`src/rtl/uart_rx_ctrl.sv`:
```
// UART receive controller: enable sequencing, frame-boundary config apply, show-ahead RX FIFO, error stats, irq.
// Optional macro UART_RX_CTRL_PERR_DROP_EN: parity-error frames are counted but never written to the FIFO.
module uart_rx_ctrl #(
  parameter int unsigned MAX_DATA_WIDTH = 8,
  parameter int unsigned CONF_WIDTH     = 5,
  parameter int unsigned FIFO_DEPTH     = 4,
  parameter int unsigned PERR_CNT_WIDTH = 8,
  parameter int unsigned STOP_TIMEOUT   = 255,
  parameter int unsigned IRQ_THRESHOLD  = 1
) (
  input  logic                          clk_i,
  input  logic                          rst_i,
  input  logic                          enable_i,
  input  logic                          cfg_wr_i,
  input  logic [CONF_WIDTH-1:0]         cfg_data_i,
  input  logic                          rx_done_i,
  input  logic                          parity_error_i,
  input  logic [MAX_DATA_WIDTH-1:0]     rx_data_i,
  output logic                          rx_en_o,
  output logic [CONF_WIDTH-1:0]         rx_conf_o,
  input  logic                          rd_en_i,
  output logic [MAX_DATA_WIDTH-1:0]     rd_data_o,
  output logic                          rd_valid_o,
  output logic [$clog2(FIFO_DEPTH):0]   fifo_level_o,
  output logic                          overrun_o,
  output logic [PERR_CNT_WIDTH-1:0]     perr_count_o,
  input  logic                          clear_i,
  output logic                          irq_o
);

  localparam int unsigned PTR_W = $clog2(FIFO_DEPTH);
  localparam int unsigned LVL_W = PTR_W + 1;
  localparam int unsigned TO_W  = (STOP_TIMEOUT > 1) ? $clog2(STOP_TIMEOUT + 1) : 1;

  typedef enum logic [1:0] {ST_OFF, ST_RUN, ST_STOPPING} state_e;

  state_e                       state_q, state_d;
  logic                         rx_done_q, rx_done_d;
  logic                         rx_en_q, rx_en_d;
  logic [CONF_WIDTH-1:0]        rx_conf_q, rx_conf_d;
  logic [CONF_WIDTH-1:0]        pend_q, pend_d;
  logic [TO_W-1:0]              tmo_q, tmo_d;
  logic [MAX_DATA_WIDTH-1:0]    mem_q [FIFO_DEPTH];
  logic [MAX_DATA_WIDTH-1:0]    mem_d [FIFO_DEPTH];
  logic [PTR_W-1:0]             wr_ptr_q, wr_ptr_d;
  logic [PTR_W-1:0]             rd_ptr_q, rd_ptr_d;
  logic [LVL_W-1:0]             level_q, level_d;
  logic [MAX_DATA_WIDTH-1:0]    rd_data_q, rd_data_d;
  logic                         rd_valid_q, rd_valid_d;
  logic                         overrun_q, overrun_d;
  logic [PERR_CNT_WIDTH-1:0]    perr_q, perr_d;
  logic                         irq_q, irq_d;

  logic active, frame_evt, perr_evt, push_req, push, pop, full, ovf_evt;

  always_comb begin
    state_d    = state_q;
    rx_done_d  = rx_done_i;
    tmo_d      = tmo_q;
    pend_d     = pend_q;
    rx_conf_d  = rx_conf_q;
    mem_d      = mem_q;
    wr_ptr_d   = wr_ptr_q;
    rd_ptr_d   = rd_ptr_q;
    level_d    = level_q;
    overrun_d  = overrun_q;
    perr_d     = perr_q;

    active    = (state_q != ST_OFF);
    frame_evt = rx_done_i & ~rx_done_q & active;
    perr_evt  = frame_evt & parity_error_i;

    // Enable sequencing: a stop request waits for a frame boundary or the timeout
    case (state_q)
      ST_OFF: if (enable_i) state_d = ST_RUN;
      ST_RUN: begin
        if (!enable_i) begin
          state_d = ST_STOPPING;
          tmo_d   = TO_W'(STOP_TIMEOUT);
        end
      end
      ST_STOPPING: begin
        if (enable_i) begin
          state_d = ST_RUN;
        end else if (frame_evt || (tmo_q <= TO_W'(1))) begin
          state_d = ST_OFF;
          tmo_d   = '0;
        end else begin
          tmo_d = tmo_q - TO_W'(1);
        end
      end
      default: state_d = ST_OFF;
    endcase
    rx_en_d = (state_d != ST_OFF);

    if (cfg_wr_i) pend_d = cfg_data_i;
    if (!active)        rx_conf_d = pend_q;
    else if (frame_evt) rx_conf_d = cfg_wr_i ? cfg_data_i : pend_q;

`ifdef UART_RX_CTRL_PERR_DROP_EN
    push_req = frame_evt & ~parity_error_i;
`else
    push_req = frame_evt;
`endif
    full    = (level_q == LVL_W'(FIFO_DEPTH));
    pop     = rd_en_i & rd_valid_q;
    push    = push_req & (~full | pop);
    ovf_evt = push_req & full & ~pop;

    if (push) begin
      mem_d[wr_ptr_q] = rx_data_i;
      wr_ptr_d        = wr_ptr_q + PTR_W'(1);
    end
    if (pop) rd_ptr_d = rd_ptr_q + PTR_W'(1);
    if (push && !pop)      level_d = level_q + LVL_W'(1);
    else if (!push && pop) level_d = level_q - LVL_W'(1);
    rd_valid_d = (level_d != '0);
    // Head lookup uses the post-write image so a push into an empty FIFO shows immediately
    rd_data_d  = mem_d[rd_ptr_d];

    if (clear_i) begin
      overrun_d = ovf_evt;
      perr_d    = perr_evt ? PERR_CNT_WIDTH'(1) : '0;
    end else begin
      overrun_d = overrun_q | ovf_evt;
      if (perr_evt && (perr_q != '1)) perr_d = perr_q + PERR_CNT_WIDTH'(1);
    end

    irq_d = (level_q >= LVL_W'(IRQ_THRESHOLD)) | overrun_q | (perr_q != '0);
  end

  always_ff @(posedge clk_i) begin
    if (rst_i) begin
      state_q    <= ST_OFF;
      rx_done_q  <= 1'b0;
      rx_en_q    <= 1'b0;
      rx_conf_q  <= '0;
      pend_q     <= '0;
      tmo_q      <= '0;
      for (int unsigned i = 0; i < FIFO_DEPTH; i++) mem_q[i] <= '0;
      wr_ptr_q   <= '0;
      rd_ptr_q   <= '0;
      level_q    <= '0;
      rd_data_q  <= '0;
      rd_valid_q <= 1'b0;
      overrun_q  <= 1'b0;
      perr_q     <= '0;
      irq_q      <= 1'b0;
    end else begin
      state_q    <= state_d;
      rx_done_q  <= rx_done_d;
      rx_en_q    <= rx_en_d;
      rx_conf_q  <= rx_conf_d;
      pend_q     <= pend_d;
      tmo_q      <= tmo_d;
      mem_q      <= mem_d;
      wr_ptr_q   <= wr_ptr_d;
      rd_ptr_q   <= rd_ptr_d;
      level_q    <= level_d;
      rd_data_q  <= rd_data_d;
      rd_valid_q <= rd_valid_d;
      overrun_q  <= overrun_d;
      perr_q     <= perr_d;
      irq_q      <= irq_d;
    end
  end

  assign rx_en_o      = rx_en_q;
  assign rx_conf_o    = rx_conf_q;
  assign rd_data_o    = rd_data_q;
  assign rd_valid_o   = rd_valid_q;
  assign fifo_level_o = level_q;
  assign overrun_o    = overrun_q;
  assign perr_count_o = perr_q;
  assign irq_o        = irq_q;

endmodule
```
`config.mk`:
```
export PLATFORM = sky130hd
export DESIGN_NAME = uart_rx_ctrl
export DESIGN_NICKNAME = d
export VERILOG_FILES = /design/src/rtl/uart_rx_ctrl.sv
export SDC_FILE = /design/constraint.sdc
export NUM_CORES = 1
export LEC_CHECK = 0
export BUFFER_PORTS_ARGS = -buffer_cell sky130_fd_sc_hd__buf_2
export CORE_MARGIN = 5
export CORE_UTILIZATION = 55
export CTS_BUF_LIST = sky130_fd_sc_hd__clkbuf_8
export DETAILED_ROUTE_END_ITERATION = 7
export HOLD_SLACK_MARGIN = 0.15
export PLACE_DENSITY = 0.73
export SLEW_MARGIN = 40
export SYNTH_ARGS = -nofsm -noshare
export SYNTH_HDL_FRONTEND = slang
export SYNTH_SLANG_ARGS = --single-unit
```
`constraint.sdc`:
```
create_clock -name clk_i -period 3.1 [get_ports clk_i]
set_input_delay 0.465 -clock clk_i [delete_from_list [all_inputs] [get_ports clk_i]]
set_output_delay 0.465 -clock clk_i [all_outputs]
set_load 0.01 [all_outputs]
```
==> impl_summary.txt <==
----------------------------------------------------
[Pwr]
  Combinational group share of total power ... 0.277
  Switching share of power ... 0.337
  Worst supply voltage drop on vdd ... 0.405 mV
  Net switching component of the power ... 905 uW
  Final total power ... 2.69 mW
  Internal power ... 1.78 mW
  Power Density ... 645 nW/um^2
  Leak Pwr ... 1.59 nW
  Portion of total power attributed to sequential cells ... 0.443
  Relative contribution of the clock network to total power ... 0.280

[Floorplan]
  Standard-cell row count ... 30
  Starting density of the core ... 0.555
  Total I/O pin count ... 49
  Die height ... 92.1 um
  Core area ... 6680 um^2
  Horizontal die dimension ... 92.1 um
  Die area ... 8490 um^2

[Route]
  Post-DR wirelength/cell ... 15.2 um
  Number of nets with antenna violations after detailed routing ... 0
  First-pass iteration count of the detailed router ... 5
  Routed Wire Length ... 8.82 mm
  Top routing layer in use ... met4
  Wire length on met1 ... 3.99 mm
  Total via count in the routed design ... 3407
  Routed met2 length ... 4.04 mm
  Detail-routed via count per cell ... 5.87
  Final routed DRC violation total ... 0
  Met3 WL post-DR ... 579 um
  Count of routing violations after the opening detailed-route iteration ... 210

[Logic synthesis]
  Leading post-synthesis cells by instance count ... sky130_fd_sc_hd__dfxtp_1, sky130_fd_sc_hd__nand2_1, sky130_fd_sc_hd__a21oi_1
  Number of enable-type register cells in the synthesized netlist ... 0
  Average footprint of a synthesized cell ... 8.22 um^2
  Synthesized net count ... 484
  Synthesized netlist cell count ... 451
  Count leader, synth ... sky130_fd_sc_hd__dfxtp_1
  Cell types occupying the most area after synthesis ... sky130_fd_sc_hd__dfxtp_1, sky130_fd_sc_hd__nand2_1, sky130_fd_sc_hd__a21oi_1
  Cell type contributing the most total cell area after synthesis ... sky130_fd_sc_hd__dfxtp_1
  Synth warnings ... 0
  Flop and latch count out of synthesis ... 80
  Portion of the post-synthesis area used by sequential elements ... 0.432
  Area of the mapped netlist ... 3710 um^2
  Primary flip-flop cell chosen by synthesis mapping ... sky130_fd_sc_hd__dfxtp_1
  Unique cell type count in the Yosys netlist ... 51
  Fraction of synthesized cell area taken by the top area cell type ... 0.432
  Share of async-settable or async-resettable flops after synthesis ... 0

[CTS]
  Buffers inserted by post-CTS timing repair ... 0
  Number of clock sinks ... 80
  Clock Tree Buf Depth ... 2
  Clock-pin transition on the worst setup and hold timing paths ... 0.08 ns
  H-tree levels ... 3
  Worst-Skew Late Latency ... 0.36 ns
  Count of cells resized by post-cts repair ... 0
  CTS root buffer ... sky130_fd_sc_hd__clkbuf_8
  Number of buffers created by CTS ... 9
  TritonCTS clock tree ... done
  Cts hold-fix bufs ... 0

[Timing]
  Number of pins exceeding their max-slew limit in the final report ... 0
  Final sum of negative setup slack ... 0 ns
  Maximum operating frequency ... 453 MHz
  Share of the cycle needed by the critical path after routing ... 0.712
  Final setup skew ... 0.00761 ns
  Worst-Margin Slew ... 0.685 ns
  Final count of negative-setup-slack endpoints ... 0
  Normalized max-slew margin ... 0.530
  Number of hold violations in the final report ... 0
  Minimum clock period ... 2.21 ns
  Final setup margin ... 0.894 ns
  RSZ-0062 raised after global routing ... no

[Layout]
  Number of filler cells placed in the layout ... 591
  # nets final ... 529
  Area delta synth->final ... 12.3%
  Reg area ... 1600 um^2
  Area of the multi-input gates ... 1940 um^2
  Post-layout util ... 0.624
  Ratio of cells with drive above 1 in the final layout ... 0.162
  Count of inserted antenna diode cells ... 0

[Critical path]
  CP endpoint kind ... flop
  Cell count of the worst reg-to-reg path ... 5
  Startpoint Class ... flop
  Critical path required time ... 3.39 ns
  Worst-path maximum fanout ... 8
  Arrival time worst endpoint ... 2.50 ns
  Category of the most critical setup path ... flop to flop

[Worst hold path]
  Worst Hold Path Cells ... 2
  Worst min-delay path category ... primary input to flop

[Placed design]
  Number of buffers inserted by port buffering ... 48
  Worst Setup Slack post-DPL ... 0.798 ns
  HPWL Detailed ... 6.10 mm
  Final weighted congestion of routability-driven global placement ... 0.867

[GRT]
  Maximum number of pins on one net before global-route repair ... 39
  Leftover overflow at the end of global routing ... 0
  Vias in the first global route ... 2980
  Overall Global Routing Usage ... 0.211
  First-pass GRT wire length ... 14.3 mm
  Antenna violations before repair ... 0

[Run status]
  Result of the run ... finished clean

[Flow run]
  Max Cap Violations ... 0

----------------------------------------------------
layer usage:
| metal | up-vias | global-route usage |
|---|---|---|
| li1 | 1675 | - |
| met1 | 1591 | 0.286 |
| met2 | 120 | 0.321 |
| met3 | 21 | 0.0476 |
| met4 | 0 | 0.0928 |
| met5 | - | 0 |
sequential cells by signal, summed over array words and instances, names as in the netlist:
name and flops:
overrun_o 1, state_q 2, perr_count_o 8, rd_valid_o 1, tmo_q 8, fifo_level_o 3
rx_done_q 1, wr_ptr_q 2, rd_ptr_q 2, rx_en_o 1, mem_q 32, rd_data_o 8
pend_q 5, rx_conf_o 5, irq_o 1
placed cells by master (no fill, tap or decap), types with 2 or more instances in the layout:
cell,n
sky130_fd_sc_hd__dfxtp_1,80
sky130_fd_sc_hd__nand2_1,79
sky130_fd_sc_hd__a21oi_1,52
sky130_fd_sc_hd__nor2_1,50
sky130_fd_sc_hd__buf_2,48
sky130_fd_sc_hd__inv_1,21
sky130_fd_sc_hd__o22ai_1,19
sky130_fd_sc_hd__nor3_1,15
sky130_fd_sc_hd__ha_1,12
sky130_fd_sc_hd__nand2b_1,10
sky130_fd_sc_hd__o21ai_0,10
sky130_fd_sc_hd__clkbuf_8,10
sky130_fd_sc_hd__xnor2_1,9
sky130_fd_sc_hd__mux2i_1,7
sky130_fd_sc_hd__o221ai_1,7
sky130_fd_sc_hd__a31oi_1,7
sky130_fd_sc_hd__nand3_1,6
sky130_fd_sc_hd__nor4_1,6
sky130_fd_sc_hd__o2111a_2,4
sky130_fd_sc_hd__o2111ai_2,4
sky130_fd_sc_hd__a211oi_1,4
sky130_fd_sc_hd__buf_4,3
sky130_fd_sc_hd__xor2_1,2
sky130_fd_sc_hd__nor2b_1,2
sky130_fd_sc_hd__or2_2,2
sky130_fd_sc_hd__nand4_1,2
sky130_fd_sc_hd__a2bb2oi_1,2
sky130_fd_sc_hd__nor4b_1,2
sky130_fd_sc_hd__or3_1,2
through the flow:
step	std cells	area [um^2]	hold WS, ns
global route	580	4170	0.340
detailed placement	565	3980	0.450
finish	580	4170	0.342
global placement	565	3980	0.447
CTS	580	4170	0.337
floorplan	451	3710	0.428
power groups by stage:
stage,Combinational (mW),Clock (mW),Sequential (mW)
after floorplan,0.499,0,1.24
after global placement,0.713,0,1.21
after detailed placement,0.728,0,1.21
after CTS,0.735,0.764,1.19
after global routing,0.811,0.814,1.21
final,0.744,0.752,1.19
critical path, stage by stage, from the launching register on:
cell	delay (ns)
sky130_fd_sc_hd__dfxtp_1	0.43
sky130_fd_sc_hd__nand2_1	0.23
sky130_fd_sc_hd__xnor2_1	0.42
sky130_fd_sc_hd__mux2i_1	0.65
sky130_fd_sc_hd__o221ai_1	0.22
sky130_fd_sc_hd__o22ai_1	0.18
final cells by class:
type,count,share of cell area
sequential,80,0.384
multi-input combinational,334,0.465
timing repair buffer,51,0.0631
tap,80,0.0240
inverter,20,0.0180
clock buffer,10,0.0330
clock inverter,5,0.0120
final timing paths:
check / start / end / slack, ns
max: rd_valid_o / rd_data_o[0] / 0.89
min reg2reg: mem_q[18] / mem_q[18] / 0.46
max reg2reg: rd_valid_o / rd_data_o[0] / 0.89
min: rx_done_i / rx_done_q / 0.34
cells by family (layout without fill, tap and decap cells):
logic type | count (synthesis) | after routing | synth area share
buffers and inverters | 37 | 86 | 0.0452
muxes | 9 | 9 | 0.0280
xor gates and xnor gates | 11 | 11 | 0.0260
AOI/OAI and AO/OA | 121 | 121 | 0.214
DFF | 80 | 80 | 0.432
and+or+nand+nor | 181 | 181 | 0.214
adders and majority gates | 12 | 12 | 0.0405
(Power assumes the default switching activity.)
